$ cat src/rtl/fsub_pipe.sv
// Pipelined IEEE-754 binary32 subtractor y = x1 - x2 with valid/ready handshakes
// and a global stall. Optional exponent-overflow saturation under FSUB_OVF_EN.
module fsub_pipe (
    input  logic        clk,
    input  logic        rst,
    input  logic        in_valid,
    output logic        in_ready,
    input  logic [31:0] x1,
    input  logic [31:0] x2,
    output logic        out_valid,
    input  logic        out_ready,
    output logic [31:0] y
`ifdef FSUB_OVF_EN
    ,
    output logic        ovf
`endif
);

    logic        stall_s;
    logic        adv_s;

    // Operand capture rank so the align logic starts from flops.
    logic        s0_valid_r;
    logic [31:0] s0_x1_r;
    logic [31:0] s0_x2_r;

    logic [31:0] x2n_s;
    logic [31:0] big_s;
    logic [31:0] small_s;
    logic [7:0]  exp_l_s;
    logic [7:0]  dist_s;
    logic [27:0] frac_l_s;
    logic [27:0] frac_sm_raw_s;
    logic [27:0] frac_sm_s;
    logic [27:0] lost_mask_s;
    logic        op_sub_s;

    logic        s1_valid_r;
    logic [27:0] s1_frac_l_r;
    logic [27:0] s1_frac_s_r;
    logic [7:0]  s1_exp_l_r;
    logic        s1_sign_r;
    logic        s1_sub_r;

    logic [27:0] sum_s;
    logic [4:0]  lz_s;

    logic        s2_valid_r;
    logic [27:0] s2_sum_r;
    logic [4:0]  s2_lz_r;
    logic [7:0]  s2_exp_l_r;
    logic        s2_sign_r;
    logic        s2_sub_r;

    logic [27:0]       norm_s;
    logic signed [9:0] exp_norm_s;
    logic signed [9:0] exp_fin_s;
    logic              rnd_inc_s;
    logic [24:0]       mant_rnd_s;
    logic [31:0]       y_nx_s;
`ifdef FSUB_OVF_EN
    logic              ovf_nx_s;
`endif
    logic              unused_s;

    assign stall_s  = out_valid & ~out_ready;
    assign adv_s    = ~stall_s;
    assign in_ready = ~stall_s;

    // S1: swap to larger magnitude, build working fields, align the small operand.
    always_comb begin
        x2n_s = {~s0_x2_r[31], s0_x2_r[30:0]};
        if (x2n_s[30:0] > s0_x1_r[30:0]) begin
            big_s   = x2n_s;
            small_s = s0_x1_r;
        end else begin
            big_s   = s0_x1_r;
            small_s = x2n_s;
        end
        exp_l_s = big_s[30:23];
        dist_s  = big_s[30:23] - small_s[30:23];
        if (big_s[30:23] == 8'd0) begin
            frac_l_s = 28'd0;
        end else begin
            frac_l_s = {1'b0, 1'b1, big_s[22:0], 3'b000};
        end
        if (small_s[30:23] == 8'd0) begin
            frac_sm_raw_s = 28'd0;
        end else begin
            frac_sm_raw_s = {1'b0, 1'b1, small_s[22:0], 3'b000};
        end
        lost_mask_s = 28'd0;
        if (dist_s >= 8'd27) begin
            frac_sm_s = {27'd0, |frac_sm_raw_s};
        end else begin
            lost_mask_s  = ~({28{1'b1}} << dist_s);
            frac_sm_s    = frac_sm_raw_s >> dist_s;
            frac_sm_s[0] = frac_sm_s[0] | (|(frac_sm_raw_s & lost_mask_s));
        end
        op_sub_s = big_s[31] ^ small_s[31];
    end

    // S2: add or subtract the aligned fields and count leading zeros over [26:0].
    always_comb begin
        if (s1_sub_r) begin
            sum_s = s1_frac_l_r - s1_frac_s_r;
        end else begin
            sum_s = s1_frac_l_r + s1_frac_s_r;
        end
        lz_s = 5'd27;
        for (int i = 0; i <= 26; i++) begin
            lz_s = sum_s[i] ? 5'(26 - i) : lz_s;
        end
    end

    // S3: normalize, round to nearest even, flush underflow, pack.
    always_comb begin
        if (!s2_sub_r && s2_sum_r[27]) begin
            norm_s     = {1'b0, s2_sum_r[27:2], s2_sum_r[1] | s2_sum_r[0]};
            exp_norm_s = $signed({2'b00, s2_exp_l_r}) + 10'sd1;
        end else begin
            norm_s     = s2_sum_r << s2_lz_r;
            exp_norm_s = $signed({2'b00, s2_exp_l_r}) - $signed({5'd0, s2_lz_r});
        end
        rnd_inc_s  = norm_s[2] & (norm_s[1] | norm_s[0] | norm_s[3]);
        mant_rnd_s = {1'b0, norm_s[26:3]} + {24'd0, rnd_inc_s};
        // A rounding carry leaves the fraction bits at zero, i.e. mantissa 1.0.
        if (mant_rnd_s[24]) begin
            exp_fin_s = exp_norm_s + 10'sd1;
        end else begin
            exp_fin_s = exp_norm_s;
        end
`ifdef FSUB_OVF_EN
        ovf_nx_s = 1'b0;
`endif
        if (s2_sum_r == 28'd0) begin
            y_nx_s = 32'h0000_0000;
        end else if (exp_fin_s <= 10'sd0) begin
            y_nx_s = 32'h0000_0000;
`ifdef FSUB_OVF_EN
        end else if (exp_fin_s >= 10'sd255) begin
            y_nx_s   = {s2_sign_r, 8'hFF, 23'd0};
            ovf_nx_s = 1'b1;
`endif
        end else begin
            y_nx_s = {s2_sign_r, exp_fin_s[7:0], mant_rnd_s[22:0]};
        end
    end

    assign unused_s = ^{norm_s[27], mant_rnd_s[23]};

    // Valid bits: advance as a whole unless the output is stalled.
    always_ff @(posedge clk) begin
        if (rst) begin
            s0_valid_r <= 1'b0;
            s1_valid_r <= 1'b0;
            s2_valid_r <= 1'b0;
            out_valid  <= 1'b0;
        end else if (adv_s) begin
            s0_valid_r <= in_valid;
            s1_valid_r <= s0_valid_r;
            s2_valid_r <= s1_valid_r;
            out_valid  <= s2_valid_r;
        end
    end

    // Stage data registers; they hold together with the valid bits on stall.
    always_ff @(posedge clk) begin
        if (rst) begin
            s0_x1_r     <= 32'd0;
            s0_x2_r     <= 32'd0;
            s1_frac_l_r <= 28'd0;
            s1_frac_s_r <= 28'd0;
            s1_exp_l_r  <= 8'd0;
            s1_sign_r   <= 1'b0;
            s1_sub_r    <= 1'b0;
            s2_sum_r    <= 28'd0;
            s2_lz_r     <= 5'd0;
            s2_exp_l_r  <= 8'd0;
            s2_sign_r   <= 1'b0;
            s2_sub_r    <= 1'b0;
        end else if (adv_s) begin
            s0_x1_r     <= x1;
            s0_x2_r     <= x2;
            s1_frac_l_r <= frac_l_s;
            s1_frac_s_r <= frac_sm_s;
            s1_exp_l_r  <= exp_l_s;
            s1_sign_r   <= big_s[31];
            s1_sub_r    <= op_sub_s;
            s2_sum_r    <= sum_s;
            s2_lz_r     <= lz_s;
            s2_exp_l_r  <= s1_exp_l_r;
            s2_sign_r   <= s1_sign_r;
            s2_sub_r    <= s1_sub_r;
        end
    end

    // Output registers load only for a real result, so y stays put across bubbles.
    always_ff @(posedge clk) begin
        if (rst) begin
            y <= 32'd0;
`ifdef FSUB_OVF_EN
            ovf <= 1'b0;
`endif
        end else if (adv_s && s2_valid_r) begin
            y <= y_nx_s;
`ifdef FSUB_OVF_EN
            ovf <= ovf_nx_s;
`endif
        end
    end

endmodule

$ cat config.mk
export PLATFORM = sky130hd
export DESIGN_NAME = fsub_pipe
export DESIGN_NICKNAME = d
export VERILOG_FILES = /design/src/rtl/fsub_pipe.sv
export SDC_FILE = /design/constraint.sdc
export NUM_CORES = 1
export LEC_CHECK = 0
export ABC_AREA = 1
export CELL_PAD_IN_SITES_DETAIL_PLACEMENT = 1
export CELL_PAD_IN_SITES_GLOBAL_PLACEMENT = 1
export CORE_MARGIN = 3
export CORE_UTILIZATION = 43
export DETAILED_ROUTE_END_ITERATION = 10
export PLACE_DENSITY = 0.77
export SLEW_MARGIN = 10
export SYNTH_ARGS = -nofsm -noshare
export SYNTH_HDL_FRONTEND = slang
export SYNTH_SLANG_ARGS = --single-unit
$ cat constraint.sdc
create_clock -name clk -period 5.6 [get_ports clk]
set_clock_uncertainty 0.05 [all_clocks]
set_input_delay 1.68 -clock clk [delete_from_list [all_inputs] [get_ports clk]]
set_output_delay 1.68 -clock clk [all_outputs]
set_load 0.005 [all_outputs]
==> run metrics, run 1 <==
RSZ-0062 raised after global routing=no; Post-Synthesis Cells=~2500; core footprint=around 37000 µm²; ys flop type=dfxtp_1; H-tree lvl count=1; Starting Density=0.437; worst vdd ir=250 µV; relative slew slack=0.363; Final WS setup=between 0.6 and 0.7 ns; # Post-CTS Setup Buffers=0; synthesized area=approximately 16000 µm²; Max FO, Critical Path=28; Switch Pwr=roughly 3.9 mW; area growth from synthesis to layout=12.2%; WP buf/inv=3; Hold Vio Cnt, Final=0; grt peak-use layer=met2; CP top delay family=simple AND/OR/NAND/NOR gates; routing usage on met1=0.367; CTS Hold Buffers Added=0; TritonCTS Sinks=just over 200; Critical Path RT=about 6.0 ns; power share of the combinational group=0.567; syn avg cell area=~6.3 µm²; Sw Ratio=0.498; Yosys top cell area share=0.255; fin crit period=between 4 and 5 ns; CP max stage cell=dfxtp_1; #FFs+latches synth=about 200; vias per cell=roughly 5.6; highest clock rate=between 200 and 250 MHz; asr flop ratio synth=0; Crit path top cell by count=nand2_1; routability cong.=0.955; IO Port Bufs=roughly 100; drt first pass iters=5; WL final=roughly 59000 µm; CP Data Arrival Time=between 5 and 6 ns; worst hold margin=between 0.4 and 0.5 ns; Seq pwr share=0.232; largest net degree at the start of global routing=between 200 and 250; GRT overflow=0; P_leak=between 7 and 8 nW; maximum root-to-sink buffer count=3; final period utilization=0.877; all-layer global routing usage=0.294; placement-stage cell area=around 17000 µm²; Synth area leader=dfxtp_1; Syn. warnings=0; max cap viols=0; final setup vio count=0; fin cells=just over 3000; total internal power=3.92 mW; design area=~18000 µm²; FP Rows=70; PostCTS Resize Cnt=0; Die Area=39700 µm²; I/O pins=about 100; global-route met3 utilization=0.0228; global-route wire length before repair=between 90000 and 100000 µm; clock slew at reported path FFs=roughly 0.060 ns; Num CTS Buffers=25; clk root buf=clkbuf_16; Total Power=between 7 and 8 mW; DRT antenna net count=0; vias in the first global route=~17000; Util after Layout=0.490; post-DP HPWL=45800 µm; power density cells=roughly 430 nW/µm²; count of cell types in the netlist=74; Synth area leaders=dfxtp_1, nand2_1, a21oi_1, o21ai_0, nand3_1; Slew Viols, Final=0; number of synthesized flops with an enable pin=0; drc violations=0; measured slew at the worst slew-check pin=around 0.95 ns; vias=between 15000 and 20000; post-synthesis sequential area ratio=0.255; # diodes=0; Clk pwr share=0.201; crit path capture type=flop; TritonCTS clock tree=yes; Critical Path, Cell by Cell=o21ai_0, o21ai_1, nand3_1, o22ai_1, nand2_1, inv_1, ha_1, nand2_1, nor2_2, nand4_1, nor2_2, nand3_4, clkinv_4, nand2_1, o21ai_0, inv_1, nor3_1, nand3_4, nand2_2, nor2_1, nand2_1, a21oi_1; Skew-Pair Late Insertion Delay=approximately 0.56 ns; Hold Path Class=flop to flop; status=completed; pre-CTS WS=around 0.71 ns; final setup TNS=0 ns; CP Class=flop to flop; layout cells sized above 1=0.0788; Die Span X=between 150 and 200 µm; WL/cell=between 15 and 20 µm; met2 Usage GRT=0.540; slowest stage delay, CP=approximately 0.9 ns; CP startpoint kind=flop; Iteration-0 DRC Markers=approximately 830; placed cells=between 2000 and 3000; Syn Nets=~2700; antenna violations before repair=0; fin nets=about 2700; DIE HEIGHT=roughly 200 µm
## worst paths after layout
check / start / endpoint / slack (ns) / cells after the start
max: s2_lz_r[0] / y[6] / 0.69 / 22
min: y[30] / y[30] / 0.41 / 2
max reg2reg: s2_lz_r[0] / y[6] / 0.69 / 22
min reg2reg: y[30] / y[30] / 0.41 / 2
## layout make-up
class | count | area, µm²
inverter | 276 | 1050
timing repair buffer | 135 | 1280
tap | 468 | 586
sequential | 204 | 4080
multi-input combinational | 1907 | 10200
clock inverter | 8 | 65.1
fill | 4970 | 18700
clock buffer | 35 | 723
## worst reg2reg max path: cells and delay by family, from the launching register on
family | cells | cell delay (ns)
buffers and inverters | 3 | 0.32
flip-flops | 1 | 0.88
adder cells (fa/ha/maj) | 1 | 0.19
AND/OR/NAND/NOR | 13 | 2.41
AO/OA/AOI/OAI | 5 | 0.96
## cell families after synthesis
logic type,after synthesis,synth area share
flip-flops,204,0.255
XOR/XNOR,64,0.0350
AND/OR/NAND/NOR,1167,0.330
buffers and inverters,417,0.110
AO/OA/AOI/OAI,600,0.212
multiplexers,9,0.00562
adder cells (fa/ha/maj),67,0.0527
## power groups by stage
stage	combinational [mW]	sequential, mW	clock (mW)
2_1_floorplan	3.19	1.76	0
3_3_place_gp	4.27	1.83	0
3_5_place_dp	4.36	1.84	0
4_1_cts	4.39	1.81	1.61
5_1_grt	4.92	1.84	1.66
6_report	4.42	1.81	1.57
## layout by cell type (no fill, tap or decap), drive strengths merged, types with 5 or more instances in the layout
| cell type | synthesis | final |
|---|---|---|
| a21boi | 5 | 5 |
| a21oi | 224 | 224 |
| a22oi | 6 | 6 |
| buf | 66 | 35 |
| clkbuf | 75 | 35 |
| clkdlybuf4s50 | 0 | 100 |
| clkinv | 5 | 9 |
| dfxtp | 204 | 204 |
| ha | 66 | 66 |
| inv | 271 | 274 |
| mux2i | 9 | 9 |
| nand2 | 647 | 647 |
| nand3 | 226 | 226 |
| nand4 | 40 | 40 |
| nor2 | 200 | 200 |
| nor3 | 27 | 27 |
| nor4 | 10 | 10 |
| o2111ai | 5 | 5 |
| o211ai | 44 | 44 |
| o21a | 5 | 5 |
| o21ai | 259 | 259 |
| o21bai | 10 | 10 |
| o221ai | 5 | 5 |
| o22ai | 12 | 12 |
| o31ai | 5 | 5 |
| or2 | 8 | 8 |
| xnor2 | 23 | 23 |
| xor2 | 41 | 41 |
## flip-flops by register name, indices dropped and copies added, names as in the netlist
signal       flops
s1_exp_l_r       8
s0_x2_r         32
s2_lz_r          5
s2_sub_r         1
s1_frac_l_r     24
y               32
s1_sign_r        1
s2_valid_r       1
s0_valid_r       1
s0_x1_r         32
s2_sign_r        1
s1_sub_r         1
s2_exp_l_r       8
out_valid        1
s2_sum_r        28
s1_frac_s_r     27
s1_valid_r       1
## Yosys cell counts, types with 5 or more instances
cell / count
a21oi_1: 215
a21oi_2: 8
a22oi_1: 6
buf_1: 17
buf_2: 28
buf_4: 6
buf_6: 11
clkbuf_1: 75
dfxtp_1: 204
ha_1: 66
inv_1: 261
inv_2: 8
mux2i_1: 9
nand2_1: 617
nand2_2: 26
nand3_1: 198
nand3_2: 25
nand4_1: 37
nor2_1: 186
nor2_2: 8
nor3_1: 23
nor4_1: 10
o2111ai_1: 5
o211ai_1: 44
o21a_1: 5
o21ai_0: 201
o21ai_1: 49
o21ai_2: 9
o21bai_1: 10
o221ai_1: 5
o22ai_1: 9
o31ai_1: 5
xnor2_1: 23
xor2_1: 41
## metal layers
metal	part of all wire	up-vias	routed length, µm
li1	-	8437	-
met1	0.43	8196	25600
met2	0.50	322	29800
met3	0.033	99	1960
met4	0.032	0	1880
met5	0	-	0
Note: power is estimated with default switching activity, not from simulation.
==> run 2: changes to the inputs <==
--- a/config.mk
+++ b/config.mk
@@ -9,9 +9,9 @@
 export CELL_PAD_IN_SITES_DETAIL_PLACEMENT = 1
 export CELL_PAD_IN_SITES_GLOBAL_PLACEMENT = 1
 export CORE_MARGIN = 3
-export CORE_UTILIZATION = 43
+export CORE_UTILIZATION = 39
 export DETAILED_ROUTE_END_ITERATION = 10
-export PLACE_DENSITY = 0.77
+export PLACE_DENSITY = 0.74
 export SLEW_MARGIN = 10
 export SYNTH_ARGS = -nofsm -noshare
 export SYNTH_HDL_FRONTEND = slang
==> constraint.sdc (replaced) <==
create_clock -name clk -period 4.2 [get_ports clk]
set_clock_uncertainty 0.05 [all_clocks]
set_input_delay 1.26 -clock clk [delete_from_list [all_inputs] [get_ports clk]]
set_output_delay 1.26 -clock clk [all_outputs]
set_load 0.005 [all_outputs]
==> run metrics, run 2 (same netlist as run 1, synthesis figures left out) <==
Iteration-0 DRC Markers=approximately 860; Max FO, Critical Path=4; all-layer global routing usage=0.267; Regs by FF count=s0_x1_r: 32 flops, s0_x2_r: 32 flops, y: 32 flops; routability cong.=about 0.9; Skew-Pair Late Insertion Delay=about 0.55 ns; CP startpoint kind=flop; area growth from synthesis to layout=23.2%; relative slew slack=0.221; WL/cell=roughly 19 µm; Critical Path RT=4.61 ns; vias per cell=~5.5; fin nets=2800; Sw Ratio=0.474; FP Rows=73; GRT overflow=0; power density cells=approximately 590 nW/µm²; Slew Viols, Final=0; Final WS setup=-0.0795 ns; commonest cells after routing, fill and taps aside=nand2_1, inv_1, a21oi_1; fin crit period=roughly 4.3 ns; antenna violations before repair=1; fin cells=roughly 3200; Die Span X=209 µm; worst vdd ir=approximately 320 µV; clock slew at reported path FFs=around 0.07 ns; Num CTS Buffers=27; Util after Layout=0.492; H-tree lvl count=1; clk root buf=clkbuf_16; routed wire length on met2=30400 µm; Seq pwr share=0.207; total internal power=6.17 mW; TritonCTS Sinks=204; Hold Vio Cnt, Final=0; Die Area=between 40000 and 50000 µm²; failing checks=setup timing; met1 wire length=~26000 µm; highest clock rate=approximately 230 MHz; vias in the first global route=18000; CP Class=flop to flop; global-route wire length before repair=~96000 µm; # diodes=0; drt first pass iters=5; core footprint=~40000 µm²; placed cells=approximately 3100; WL met3=~1800 µm; final period utilization=1.02; final setup vio count=4; highest metal used=met5; status=finished, violations left; TritonCTS clock tree=yes; measured slew at the worst slew-check pin=1.17 ns; RSZ-0062 raised after global routing=yes; crit path capture type=flop; layout cells sized above 1=0.163; P_leak=between 8 and 9 nW; post-DP HPWL=46400 µm; Switch Pwr=about 5.6 mW; most common cell after layout, fill and taps aside=nand2_1; CP Data Arrival Time=between 4 and 5 ns; WL final=~62000 µm; DRT antenna net count=0; Clk pwr share=0.202; I/O pins=102; Starting Density=0.399; drc violations=0; IO Port Bufs=101; vias=approximately 18000; maximum root-to-sink buffer count=3; Hold Path Class=flop to flop; largest net degree at the start of global routing=between 200 and 250; max cap viols=0; power share of the combinational group=0.591; DIE HEIGHT=209 µm; fill count=~5400
run 2: power by group through the flow:
stage               sequential [mW]  combinational (mW)  clock, mW
finish                         2.42                6.93       2.37
global route                   2.45                7.65       2.48
CTS                            2.42                6.46       2.41
detailed placement             2.45                6.38          0
global placement               2.44                6.24          0
floorplan                      2.35                4.25          0
run 2: cell type report:
class	instances	area [µm²]	share of cell area
clock buffer	37	773	0.0391
inverter	276	1060	0.0535
sequential	204	4100	0.207
tap	525	657	0.0332
clock inverter	10	138	0.00696
multi-input combinational	1907	10800	0.545
timing repair buffer	249	2270	0.115
run 2: path summary, 6_finish.rpt:
path / startpoint / endpoint / slack (ns) / cells past startpoint
max reg2reg: s1_frac_s_r[1] / s2_lz_r[3] / -0.08 / 25
min: y[7] / y[7] / 0.42 / 2
max: s1_frac_s_r[1] / s2_lz_r[3] / -0.08 / 25
min reg2reg: y[7] / y[7] / 0.42 / 2
run 2: what timing repair did:
action,in CTS,in global routing
cloned,0,3
setup endpoints to repair,9,73
hold buffers,0,0
resized for setup,15,136
pin swaps,3,35
setup buffers,0,17
run 2: routing by layer:
metal / vias up / GRT usage
met5: - / 0
met3: 153 / 0.0272
li1: 8676 / -
met4: 2 / 0.133
met1: 8432 / 0.323
met2: 341 / 0.471
run 2: stage by stage:
stage	total power [mW]	TNS, ns	hold slack (ns)	instance area (µm²)	worst slack [ns]
3_5_place_dp	8.83	-1.09	0.406	18100	-0.359
2_1_floorplan	6.60	0	0.400	16000	0.175
6_report	11.7	-0.146	0.417	19800	-0.0795
5_1_grt	12.6	-2.53	0.443	19800	-0.383
3_3_place_gp	8.68	-0.560	0.405	18100	-0.284
4_1_cts	11.3	0	0.415	19100	0.0113
run 2: critical path: stages, from the launching register on:
cell and delay [ns]:
dfxtp_4 0.36, inv_4 0.06, ha_4 0.13, inv_2 0.05
nor3_4 0.20, nand2_2 0.10, nor3_4 0.19, nand2_2 0.08
nor3_2 0.20, nand4_1 0.18, nor4_2 0.25, buf_4 0.17
nor2_1 0.05, xnor2_1 0.12, ha_1 0.38, a21oi_2 0.19
o21ai_1 0.13, a221oi_2 0.29, o21ai_2 0.09, xor2_1 0.21
inv_1 0.11, nor2_2 0.12, nand2_1 0.08, nor2_2 0.16
nand3_1 0.11, a21oi_1 0.15
